===== config.mk =====
export PLATFORM = sky130hd
export DESIGN_NAME = stream_rr_arb
export DESIGN_NICKNAME = d
export VERILOG_FILES = /design/src/rtl/stream_arb_pkg.sv /design/src/rtl/pipeline_reg.sv /design/src/rtl/rr_pick.sv /design/src/rtl/stream_rr_arb.sv
export SDC_FILE = /design/constraint.sdc
export NUM_CORES = 1
export LEC_CHECK = 0
export CAP_MARGIN = 10
export CORE_MARGIN = 2
export CORE_UTILIZATION = 35
export DETAILED_ROUTE_END_ITERATION = 10
export HOLD_SLACK_MARGIN = 0.03
export PLACE_DENSITY = 0.73
export SETUP_SLACK_MARGIN = 0.2
export SLEW_MARGIN = 20
export SYNTH_ARGS = -nofsm -noshare
export SYNTH_HDL_FRONTEND = slang
export SYNTH_SLANG_ARGS = --single-unit

===== constraint.sdc =====
create_clock -name clk -period 9.6 [get_ports clk]
set_clock_uncertainty 0.15 [all_clocks]
set_input_delay 1.44 -clock clk [delete_from_list [all_inputs] [get_ports clk]]
set_output_delay 1.44 -clock clk [all_outputs]
set_load 0.005 [all_outputs]

===== src/rtl/stream_arb_pkg.sv =====
// stream_arb_pkg: shared defaults, arbiter state and source-width helper for stream_rr_arb
package stream_arb_pkg;
   localparam int N_REQ_DEF = 4;
   localparam int DATA_W_DEF = 32;
   typedef enum logic {IDLE, LOCKED} arb_state_t;
   function automatic int src_w(input int n);
      return (n > 2) ? $clog2(n) : 1;
   endfunction
endpackage


===== src/rtl/pipeline_reg.sv =====
// pipeline_reg: single-entry valid/ready register slice, full throughput with same-cycle drain and refill
module pipeline_reg #(
   parameter int W = 8
) (
   input  logic         clk,
   input  logic         rst_n,
   input  logic         in_valid,
   output logic         in_ready,
   input  logic [W-1:0] in_data,
   output logic         out_valid,
   input  logic         out_ready,
   output logic [W-1:0] out_data
);
   assign in_ready = ~out_valid | out_ready;
   always_ff @(posedge clk or negedge rst_n)
      if (!rst_n) begin
         out_valid <= 1'b0;
         out_data <= '0;
      end else if (in_valid && in_ready) begin
         out_valid <= 1'b1;
         out_data <= in_data;
      end else if (out_ready)
         out_valid <= 1'b0;
endmodule


===== src/rtl/rr_pick.sv =====
// rr_pick: combinational round-robin pick of the first request after last_grant, with wrap-around
module rr_pick #(
   parameter int N = 4,
   parameter int SW = 2
) (
   input  logic [N-1:0]  req,
   input  logic [SW-1:0] last_grant,
   output logic [N-1:0]  grant,
   output logic [SW-1:0] idx
);
   always_comb begin
      grant = '0;
      idx = '0;
      for (int k = N; k >= 1; k--)
         if (req[(int'(last_grant) + k) % N]) begin
            grant = N'(1) << ((int'(last_grant) + k) % N);
            idx = SW'((int'(last_grant) + k) % N);
         end
   end
endmodule


===== src/rtl/stream_rr_arb.sv =====
// stream_rr_arb: packet-aware round-robin arbiter of N_REQ valid/ready streams into one registered output
module stream_rr_arb import stream_arb_pkg::*; #(
   parameter int N_REQ = N_REQ_DEF,
   parameter int DATA_W = DATA_W_DEF
) (
   input  logic                      clk,
   input  logic                      rst_n,
   input  logic [N_REQ-1:0]          in_valid,
   output logic [N_REQ-1:0]          in_ready,
   input  logic [N_REQ*DATA_W-1:0]   in_data,
   input  logic [N_REQ-1:0]          in_last,
   output logic                      out_valid,
   input  logic                      out_ready,
   output logic [DATA_W-1:0]         out_data,
   output logic [src_w(N_REQ)-1:0]   out_src,
   output logic                      out_last
);
   localparam int SRC_W = src_w(N_REQ);
   localparam int STG_W = DATA_W + SRC_W + 1;
   arb_state_t state, state_nx;
   logic [SRC_W-1:0] last_grant, lock_src, pick_idx, sel;
   logic [N_REQ-1:0] pick_grant, grant;
   logic stage_ready, accept, sel_last;
   logic [DATA_W-1:0] sel_data;
   logic [STG_W-1:0] stage_q;
   rr_pick #(.N(N_REQ), .SW(SRC_W)) u_pick (
      .req(in_valid),
      .last_grant(last_grant),
      .grant(pick_grant),
      .idx(pick_idx)
   );
   always_comb begin
      sel = (state == LOCKED) ? lock_src : pick_idx;
      grant = (state == LOCKED) ? N_REQ'(1) << lock_src : pick_grant;
      in_ready = (rst_n && stage_ready) ? grant : '0;
      sel_data = in_data[int'(sel)*DATA_W +: DATA_W];
      sel_last = in_last[sel];
      accept = |(in_valid & in_ready);
      state_nx = accept ? (sel_last ? IDLE : LOCKED) : state;
   end
   always_ff @(posedge clk or negedge rst_n)
      if (!rst_n) state <= IDLE;
      else state <= state_nx;
   always_ff @(posedge clk or negedge rst_n)
      if (!rst_n) begin
         last_grant <= SRC_W'(N_REQ - 1);
         lock_src <= '0;
      end else if (accept) begin
         lock_src <= sel;
         if (sel_last) last_grant <= sel;
      end
   pipeline_reg #(.W(STG_W)) u_stage (
      .clk(clk),
      .rst_n(rst_n),
      .in_valid(accept),
      .in_ready(stage_ready),
      .in_data({sel_data, sel, sel_last}),
      .out_valid(out_valid),
      .out_ready(out_ready),
      .out_data(stage_q)
   );
   assign {out_data, out_src, out_last} = stage_q;
endmodule


# Yosys cells after proc, flatten, opt, wreduce, memory -nomap -nowiden
# Cells that the tools add are included.
[op_classes]
addsub = 4
multipliers = 0
div_mod_pow = 0
n_lt_le_gt_ge = 5
eq_ne = 0
n_shift = 6
muxes = 28
n_bitwise = 7
reduce_logical = 9
[op_table]
columns = ["operator", "n"]
rows = [
  ["$shiftx 128x8->32", 1],
  ["$shl 1x32->4 const A", 4],
  ["$mux 4", 6],
  ["$lt 3x4->1 const B", 4],
  ["$mux 1", 12],
  ["$bmux 1 s2", 5],
  ["$mux 2", 5],
  ["$reduce_or 2->1", 4],
  ["$add 2x1->2 const B", 2],
  ["$add 2x2->2 const B", 2],
  ["$and 1x1->1 const A", 4],
  ["$and 4x4->4", 1],
  ["$reduce_or 4->1", 1],
  ["$shl 1x2->4 const A", 1],
  ["$lt 2x3->1 const B", 1],
  ["$logic_and 1x1->1", 2],
  ["$reduce_and 2->1", 1],
  ["$reduce_bool 2->1", 1],
  ["$not 1->1", 1],
  ["$or 1x1->1", 1],
]
[totals]
register_bits = 41
latchBits = 0
ram_bits = 0
rom_bits = 0
in_bits = 139
out_inout_bits = 40
wordCells = 64
n_memories = 0

# Longest topological paths before layout
# Gate-level depths: netlist of the first run.
[depth]
depth_word = 16
mapped_depth = 15
mapped_depth_nobuf = 9

# Cells and area by module
# From an unflattened synthesis of the first run, not the netlist that was laid out.
[hier_totals]
cells_unflattened = 396
area_unflattened_um2 = 3412.0
[by_module_without_submodules]
columns = ["module", "instances", "cells_per_inst", "area_each_um2", "seq_area_each_um2"]
rows = [
  ["pipeline_reg", 1, 77, 1472.7, 900.9],
  ["stream_rr_arb", 1, 257, 1423.9, 127.6],
  ["rr_pick", 1, 62, 515.5, 0.0],
]

# Least setup slack after synthesis of the first run
# OpenSTA, ideal clock, no wires.
[synth_path]
kind = "flip-flop to output port"
from = "register last_grant[0]"
to = "output in_ready[2]"
t_arrival_ns = 2.746
required_ns = 8.010
path_slack_ns = 5.264
path_stages_with_launch = 12
path_buffers = 3
cell_sequence = "dfstp_2 > buf_6 > buf_2 > inv_1 > ha_1 > buf_6 > mux4_2 > a211oi_1 > a21oi_1 > a211oi_1 > a21oi_1 > nor2_1"
[synth_between]
elab_chain_len = 10
word_cells_on_any_way = 34
cone_classes = "4 x add/sub; 4 x shift; 18 x mux; 4 x bitwise; 4 x reduce/logical"
[synth_rtl]
columns = ["item", "line_no", "text"]
rows = [
  ["from (decl)", "stream_rr_arb.sv:21", "logic [SRC_W-1:0] last_grant, lock_src, pick_idx, sel;"],
  ["from (signal assigned)", "stream_rr_arb.sv:46", "last_grant <= SRC_W'(N_REQ - 1);"],
  ["from (signal assigned)", "stream_rr_arb.sv:50", "if (sel_last) last_grant <= sel;"],
  ["$add 2x1->2", "rr_pick.sv:15, rr_pick.sv:16", ""],
  ["$bmux 1 s2 / $reduce_or 2->1 (equally long branches)", "n/a", ""],
  ["$mux 1 (not written as such) / $and 1x1->1 (equally long branches)", "n/a", ""],
  ["$mux 1 (not written as such) / $shl 1x32->4 (equally long branches)", "rr_pick.sv:15, rr_pick.sv:16", ""],
  ["$mux 4 (3 in a row)", "rr_pick.sv:15", "if (req[(int'(last_grant) + k) % N]) begin"],
  ["$mux 4 *", "rr_pick.sv:15", ""],
  ["$mux 4 *", "stream_rr_arb.sv:34", "grant = (state == LOCKED) ? N_REQ'(1) << lock_src : pick_grant;"],
  ["$mux 4 *", "stream_rr_arb.sv:35", "in_ready = (rst_n && stage_ready) ? grant : '0;"],
  ["to (decl)", "stream_rr_arb.sv:9", "output logic [N_REQ-1:0] in_ready,"],
]
# Every way passes the cells marked *; elsewhere a longest branch is shown, timed or not. The select of a mux whose other input is x is not followed.

# Worst setup path in the final report of the first run
[layout_path]
from = "input in_valid[2]"
to = "output in_ready[0]"
[layout_between]
elab_chain_len = 9
word_cells_on_any_way = 18
cone_classes = "18 x mux"
[layout_rtl]
columns = ["item", "line_no", "text"]
rows = [
  ["from (decl)", "stream_rr_arb.sv:8", "input logic [N_REQ-1:0] in_valid,"],
  ["$bmux 1 s2", "rr_pick.sv:15", ""],
  ["$mux 1 (not written as such) (2 in a row)", "rr_pick.sv:15", ""],
  ["$mux 4 (3 in a row)", "rr_pick.sv:15", ""],
  ["$mux 4 *", "rr_pick.sv:15", ""],
  ["$mux 4 *", "stream_rr_arb.sv:34", ""],
  ["$mux 4 *", "stream_rr_arb.sv:35", ""],
]
# Marked as above.

==> reports/results.ini, run 1 <==
[timing]
min_period_ps=5870
relSlewSlack_pct=35.3
fin_crit_sh_pct=61.1
rsz0062_at_grt=no
hold_violations=0
fmax_ghz=0.170
worstMarginPinSlew_ps=970
finalSetupViolations=0
maxSlewViolCount=0
hold_ws_ps=337
fin_setup_tns_ps=0

[grt]
grt_pass1_vias=3052
antenna_found_initial=0
grt_max_degree=45
grt-ovfl-total=0
grt_pass1_wl_um=15000
track_usage_pct=18.6

[synthesis]
synth-async-reset-ratio_pct=100
synthFlopType=dfrtp_1
synth_area_per_cell_um2=13.3
ys_types=54
synth_area_um2=3370
synth_edf_count=0
syn-num-nets=399
yosysWarnings=0
ys_seq_area_share_pct=30.5
ys_ff_latch=41
synthesis.instances=254

[cells_and_area]
syn2layout_area_growth_pct=56.5
antenna_cells=0
nFillCells=789
layout.nets=564
drive_above_1_share_pct=23.1

[power_and_ir_drop]
irDropWorstVdd_mv=0.124
leakage_nw=2.11
p_per_area_nw_per_um2=308
total_power_mw=1.62

[floorplan]
die_h_um=102
initial_core_util_pct=36.3
core_region_area_um2=9280
chipWidth_um=102
dieArea_um2=10400
io_pins=179
rows=35

[hold_path]
min_from=u_stage.out_data[0]
hold_class=reg2reg

[setup_path]
ff2ff_setup_slack_ps=4800
arrival_ps=4280
worstPathMaxFanout=15
critPathLaunch=in_valid[2]
startpoint_type=primary input
crit-reg2reg-launch=last_grant[0]
path_class=in2out
end_kind=output pin
critPathRequiredTime_ps=8010

[detailed_routing]
ant_nets=0
dr.pass1.iters=4
drt-vias-per-instance=5.36
routedWlPerCell_um=17.9
drc_errors=0
via_count=2943
drtIter0Drc=114
wl_um=9830

[clock_tree]
cts_max_level=2
cts.path.max_buffers=2
cts_made_buffers=5
hold_buffers=0
post-cts-setup-buffer-count=0
cts_resized=0
cts_root_buffer=clkbuf_8
clkLatencyLatePin_ps=290
clkSinkCount=41
cts_tree=yes
clk_pin_slew_worst_paths_ps=80

[placement]
post-dp-hpwl_um=7820
place.gp.congestion=1.02
port_buffers=178

[outcome]
outcome=completed

[flow_run]
max_cap_violations=0

==> routing by layer <==
layer  routed length (um)  vias up  track usage [%]
met1                 3450     1419             21.7
met4                  219        0             5.33
met3                  933       19             5.27
met2                 5230      179             33.4
met5                    0        -                0
li1                     -     1326                -
==> cells in the mapped netlist, drive strengths merged (2+ instances only) <==
cell type / n / area, um2
nand3: 6 / 30.0
a2111oi: 2 / 37.5
nor3: 2 / 10.0
ha: 6 / 75.1
a21o: 2 / 15.0
dfrtp: 39 / 976
mux4: 35 / 796
a22oi: 2 / 28.8
o311ai: 2 / 25.0
o22ai: 3 / 18.8
o211ai: 2 / 15.0
o21a: 3 / 22.5
nand3b: 2 / 15.0
dfstp: 2 / 52.6
o2111ai: 2 / 17.5
nand2: 14 / 52.6
clkbuf: 7 / 27.5
buf: 16 / 149
inv: 9 / 33.8
mux2i: 2 / 20.0
a32oi: 3 / 26.3
o21ai: 5 / 25.0
nand2b: 5 / 31.3
nor2b: 2 / 12.5
mux2: 39 / 571
a211oi: 4 / 35.0
nor2: 6 / 22.5
a21oi: 15 / 75.1
==> power breakdown <==
group          leakage [nW]  total [mW]  internal, mW  switching, mW
logic                  1.59        1.16         0.703          0.457
clock network        0.0439       0.111        0.0502         0.0611
registers             0.477       0.353         0.269         0.0833
==> placed cells by master, fill, tap and decap left out, drive strengths merged, types with 2 or more instances in the layout <==
master / synthesis / routed
a2111oi: 2 / 2
mux2i: 2 / 2
dfstp: 2 / 2
clkdlybuf4s50: 0 / 177
mux2: 39 / 39
nand3: 6 / 6
ha: 6 / 6
o211ai: 2 / 2
a21oi: 15 / 15
o22ai: 3 / 3
a21o: 2 / 2
clkinv: 0 / 2
inv: 9 / 9
o2111ai: 2 / 2
mux4: 35 / 35
dfrtp: 39 / 39
a22oi: 2 / 2
nor2: 6 / 6
nor3: 2 / 2
nand3b: 2 / 2
o21ai: 5 / 5
a32oi: 3 / 3
clkbuf: 7 / 5
o311ai: 2 / 2
nand2: 14 / 14
nand2b: 5 / 5
buf: 16 / 4
nor2b: 2 / 2
o21a: 3 / 3
a211oi: 4 / 4
==> path summary, 6_finish.rpt <==
| kind | depth (start not counted) | to |
|---|---|---|
| setup / recovery | 6 | in_ready[0] |
| hold / removal | 1 | u_stage.out_data[0] |
| setup reg to reg | 10 | u_stage.out_data[14] |
| hold reg to reg | 1 | u_stage.out_data[0] |
| max in group asynchronous | 1 | u_stage.out_data[22] |
| min in group asynchronous | 1 | u_stage.out_valid |
==> layout make-up <==
cell class	instances	area (um2)	share of cell area, %
multi-input combinational	181	2140	40.7
timing repair buffer	181	1820	34.5
sequential	41	1030	19.5
tap	129	161	3.06
clock buffer	5	68.8	1.31
inverter	9	33.8	0.641
clock inverter	3	17.5	0.332
==> stage by stage <==
| step | setup slack [ps] | area (um2) | std cells | util, % |
|---|---|---|---|---|
| after floorplan | 5260 | 3370 | 254 | - |
| after global placement | 3920 | 5160 | 540 | 55.6 |
| after detailed placement | 3810 | 5160 | 540 | 55.6 |
| after CTS | 3810 | 5250 | 548 | 56.5 |
| after global routing | 3570 | 5270 | 549 | 56.8 |
| final | 3730 | 5270 | 549 | 56.8 |
==> critical path, cell delays in order <==
cell	delay (ps)
clkdlybuf4s50_1	660
mux4_2	670
a2111oi_1	570
o311ai_0	230
a21oi_1	180
clkdlybuf4s50_1	530
==> kinds of logic after synthesis <==
logic type | share of synthesized area [%]
mux | 41.1
compound gates | 12.9
simple gates | 6.98
flops | 30.5
buf+inv | 6.24
fa+ha+maj | 2.23
==> registers in the layout, indices dropped and copies added, names as in the netlist <==
name and count:
u_stage.out_data 35, last_grant 2, lock_src 2, state 1, u_stage.out_valid 1
No activity file was read; power rests on OpenSTA's default activity.
==> run 2: changes to the inputs <==
--- a/config.mk
+++ b/config.mk
@@ -10,7 +10,7 @@
 export CORE_UTILIZATION = 35
 export DETAILED_ROUTE_END_ITERATION = 10
 export HOLD_SLACK_MARGIN = 0.03
-export PLACE_DENSITY = 0.73
+export PLACE_DENSITY = 0.76
 export SETUP_SLACK_MARGIN = 0.2
 export SLEW_MARGIN = 20
 export SYNTH_ARGS = -nofsm -noshare
==> constraint.sdc (replaced) <==
create_clock -name clk -period 4.87 [get_ports clk]
set_clock_uncertainty 0.15 [all_clocks]
set_input_delay 0.7305 -clock clk [delete_from_list [all_inputs] [get_ports clk]]
set_output_delay 0.7305 -clock clk [all_outputs]
set_load 0.005 [all_outputs]
==> reports/results.ini, run 2 (synthesis results as in run 1) <==
[setup_path]
startpoint_type=register
critPathLaunch=last_grant[1]
path_cells=inv_1, ha_2, mux4_2, a2111oi_4, o21ai_1, a211oi_2, clkdlybuf4s50_1
r2r-end=u_stage.out_data[10]
path_class=reg2out
slowest_stage=dfstp_2
end_kind=output pin
arrival_ps=3600
cp_slowest_stage_delay_ps=700
critPathRequiredTime_ps=3990
ff2ff_setup_slack_ps=740
crit-reg2reg-launch=last_grant[1]
worstPathMaxFanout=11
cp-endpoint=in_ready[3]
r2r_cells=10

[clock_tree]
cts.path.max_buffers=2
cts_made_buffers=5
cts_tree=yes
hold_buffers=0
cts_max_level=2
clk_pin_slew_worst_paths_ps=90
clkLatencyLatePin_ps=300
cts_root_buffer=clkbuf_8
clkSinkCount=41

[cells_and_area]
max_flop_register=u_stage.out_data
top_regs=u_stage.out_data: 35 flops, last_grant: 2 flops, lock_src: 2 flops
largest_reg_flops=35
layout_commonest_cell=clkdlybuf4s50_1
syn2layout_area_growth_pct=58.6
antenna_cells=0
design_area_um2=5350
mostFrequentLayoutCells=clkdlybuf4s50_1, dfrtp_1, mux2_4
drive_above_1_share_pct=24.7
layout.nets=569
instances_no_fill=554

[timing]
worstMarginPinSlew_ps=588
rsz0062_at_grt=no
hold_ws_ps=182
fmax_ghz=0.223
min_period_ps=4480
maxSlewViolCount=0
fin_setup_tns_ps=0
relSlewSlack_pct=60.7
hold_violations=0
finalSetupViolations=0
fin_crit_sh_pct=92.0
setup_ws_ps=391

[detailed_routing]
routedWlPerCell_um=17.6
ant_nets=0
drc_errors=0
drtIter0Drc=94
drt-vias-per-instance=5.27
via_count=2921
wl_um=9770
dr.pass1.iters=4

[floorplan]
dieArea_um2=10400
chipWidth_um=102
initial_core_util_pct=36.3
rows=35
io_pins=179
core_region_area_um2=9280
die_h_um=102

[grt]
antenna_found_initial=0
grt-ovfl-total=0
grt_pass1_wl_um=14900
grt_max_degree=29
grt_pass1_vias=3086
track_usage_pct=18.6

[placement]
port_buffers=178
place_inst=544
place.gp.congestion=0.890
post-dp-hpwl_um=7970
placed_area_um2=5200
pre_cts_ws_ps=504

[power_and_ir_drop]
leakage_nw=2.15
p_per_area_nw_per_um2=615
irDropWorstVdd_mv=0.254

[hold_path]
hold_class=in2async

[flow_run]
max_cap_violations=0

[outcome]
outcome=completed

-- run 2: area by class of cell --
type | count | area [um2]
Fill cell | 806 | 3940
Multi-Input combinational cell | 181 | 2160
Inverter | 9 | 33.8
Timing Repair Buffer | 186 | 1850
Clock inverter | 3 | 43.8
Clock buffer | 5 | 68.8
Sequential cell | 41 | 1030
Tap cell | 129 | 161
-- run 2: worst max-delay path, delay by kind of cell, from the launching register on --
| kind | cells | cell delay [ps] |
|---|---|---|
| AOI/OAI and AO/OA | 3 | 760 |
| muxes | 1 | 630 |
| DFF | 1 | 700 |
| adders and majority gates | 1 | 450 |
| buffers and inverters | 2 | 770 |
-- run 2: how the worst min path moves through the flow --
stage | start | slack (ps) | depth (start not counted) | end
after detailed placement | u_stage.out_data[26] | 340 | 1 | u_stage.out_data[26]
final | rst_n | 180 | 1 | state
after floorplan | rst_n | 280 | 0 | lock_src[0]
after global placement | u_stage.out_data[0] | 310 | 1 | u_stage.out_data[0]
after global routing | rst_n | 190 | 1 | state
after CTS | rst_n | 170 | 1 | state
-- run 2: metal layers --
metal  vias up  global-route usage [%]  wire length (um)
li1       1343                       -                 -
met1      1432                    22.2              3630
met2       140                    33.8              5300
met3         6                    4.45               753
met4         0                    4.41                85
met5         -                       0                 0
-- run 2: repair_timing --
item                       in CTS  in global routing
setup endpoints to repair       2                  4
gates cloned                    0                  0
pin swaps                       0                  0
gates resized for setup         1                  3
buffers inserted                0                  2
-- run 2: power breakdown --
| group | internal (mW) | switching, mW |
|---|---|---|
| clock network | 0.154 | 0.125 |
| logic | 1.41 | 0.922 |
| registers | 0.533 | 0.147 |
| total | 2.10 | 1.19 |
-- run 2: per-stage QoR --
step	util, %	total power [mW]
after CTS	57.3	3.30
after floorplan	-	2.35
after global placement	56.0	2.98
final	57.6	3.29
after global routing	57.6	3.52
after detailed placement	56.0	3.01
==> run 3: changes to the inputs <==
--- a/config.mk
+++ b/config.mk
@@ -6,6 +6,7 @@
 export NUM_CORES = 1
 export LEC_CHECK = 0
 export CAP_MARGIN = 10
+export CORE_ASPECT_RATIO = 1.25
 export CORE_MARGIN = 2
 export CORE_UTILIZATION = 35
 export DETAILED_ROUTE_END_ITERATION = 10
==> reports/results.ini, run 3 (synthesis results as in run 1) <==
[cells_and_area]
largest_reg_flops=35
syn2layout_area_growth_pct=60.3
mostFrequentLayoutCells=clkdlybuf4s50_1, dfrtp_1, mux2_4
layout.nets=567
design_area_um2=5400
layout_commonest_cell=clkdlybuf4s50_1
top_regs=u_stage.out_data: 35 flops, last_grant: 2 flops, lock_src: 2 flops
antenna_cells=0
drive_above_1_share_pct=24.1
max_flop_register=u_stage.out_data

[setup_path]
path_cells=inv_1, ha_2, mux4_2, a2111oi_1, o311ai_0, a21oi_1, clkdlybuf4s50_1
arrival_ps=3700
end_kind=output pin
r2r_cells=10
path_class=reg2out
crit_buf_inv=2
critPathRequiredTime_ps=3990
crit-reg2reg-launch=last_grant[0]
critical-path-top-delay-family=compound AO/OA/AOI/OAI gates
critPathLaunch=last_grant[0]
worstPathMaxFanout=19
cp_slowest_stage_delay_ps=750
r2r-end=u_stage.out_data[4]
ff2ff_setup_slack_ps=810
startpoint_type=register
slowest_stage=dfstp_4

[power_and_ir_drop]
leakage_nw=2.18
p_per_area_nw_per_um2=636
irDropWorstVdd_mv=0.252

[hold_path]
hold_class=in2async

[detailed_routing]
routedWlPerCell_um=18.1
ant_nets=0
via_count=2934
drtIter0Drc=116
drt-vias-per-instance=5.34
wl_um=9960
dr.pass1.iters=4
drc_errors=0

[floorplan]
core_region_area_um2=9510
io_pins=179
rows=40
die_h_um=114
chipWidth_um=91.8
dieArea_um2=10400
initial_core_util_pct=35.4

[clock_tree]
cts.path.max_buffers=2
cts_made_buffers=5
clk_pin_slew_worst_paths_ps=60
cts_max_level=2
hold_buffers=0
clkLatencyLatePin_ps=280
cts_tree=yes
clkSinkCount=41
cts_root_buffer=clkbuf_16

[flow_run]
max_cap_violations=0

[placement]
post-dp-hpwl_um=7970
place.gp.congestion=0.850
placed_area_um2=5200
port_buffers=178

[grt]
track_usage_pct=18.9
antenna_found_initial=0
grt_max_degree=35
grt_pass1_wl_um=15300
grt-ovfl-total=0
grt_pass1_vias=3092

[timing]
fin_setup_tns_ps=0
hold_violations=0
relSlewSlack_pct=65.7
finalSetupViolations=0
rsz0062_at_grt=yes
fin_crit_sh_pct=94.1
min_period_ps=4580
maxSlewViolCount=0
fmax_ghz=0.218
worstMarginPinSlew_ps=509
hold_ws_ps=164

[outcome]
outcome=completed

## run 3: changes by cell type in the layout (fill, tap and decap cells not counted), sizes merged
cell,previous run,this run
buf,9,7
bufinv,1,2
clkinv,1,0
## run 3: report_power, final
part	switching [mW]	internal, mW
Sequential	0.169	0.536
Combinational	0.905	1.40
Clock	0.133	0.295
## run 3: how the worst max path moves through the flow
| stage | endpoint | slack (ps) | cells past startpoint |
|---|---|---|---|
| after floorplan | u_stage.out_data[27] | 1080 | 13 |
| after global placement | in_ready[2] | 600 | 9 |
| after detailed placement | in_ready[2] | 490 | 9 |
| after CTS | in_ready[2] | 280 | 9 |
| after global routing | in_ready[0] | 100 | 7 |
| final | in_ready[0] | 290 | 7 |
## run 3: worst register-to-register path: stages, from the launching register on
cell and delay [ps]:
dfstp_4 750, inv_1 190, ha_2 440, mux4_2 630
nand2_1 100, o21ai_0 120, o2111a_1 270, nor4_2 450
and2_2 280, buf_12 230, mux2_4 340
## run 3: final cells by class
class,count,area (um2)
fill,823,4110
multi-input combinational,181,2150
timing repair buffer,184,1830
sequential,41,1030
tap,126,158
clock buffer,5,125
clock inverter,3,68.8
inverter,9,33.8
## run 3: through the flow
step                setup WS (ps)  instances  power, mW  util [%]
global route                  102        549       3.65      56.8
global placement              596        541       2.98      54.7
finish                        287        549       3.44      56.8
detailed placement            486        541       3.02      54.7
floorplan                    1080        254       2.35         -
CTS                           275        549       3.47      56.7
## run 3: repair_timing
| item | in CTS | in global routing |
|---|---|---|
| cloned | 0 | 0 |
| resized for setup | 1 | 2 |
| buffers inserted | 0 | 0 |
| hold endpoints to repair | 0 | 0 |
| setup endpoints to repair | 2 | 2 |
## run 3: layer usage
layer	vias to the layer above	part of all wire, %	global-route usage (%)
met2	130	55	35.0
met1	1453	36	20.9
met5	-	0	0
li1	1335	-	-
met3	16	6.7	4.76
met4	0	2.3	7.16
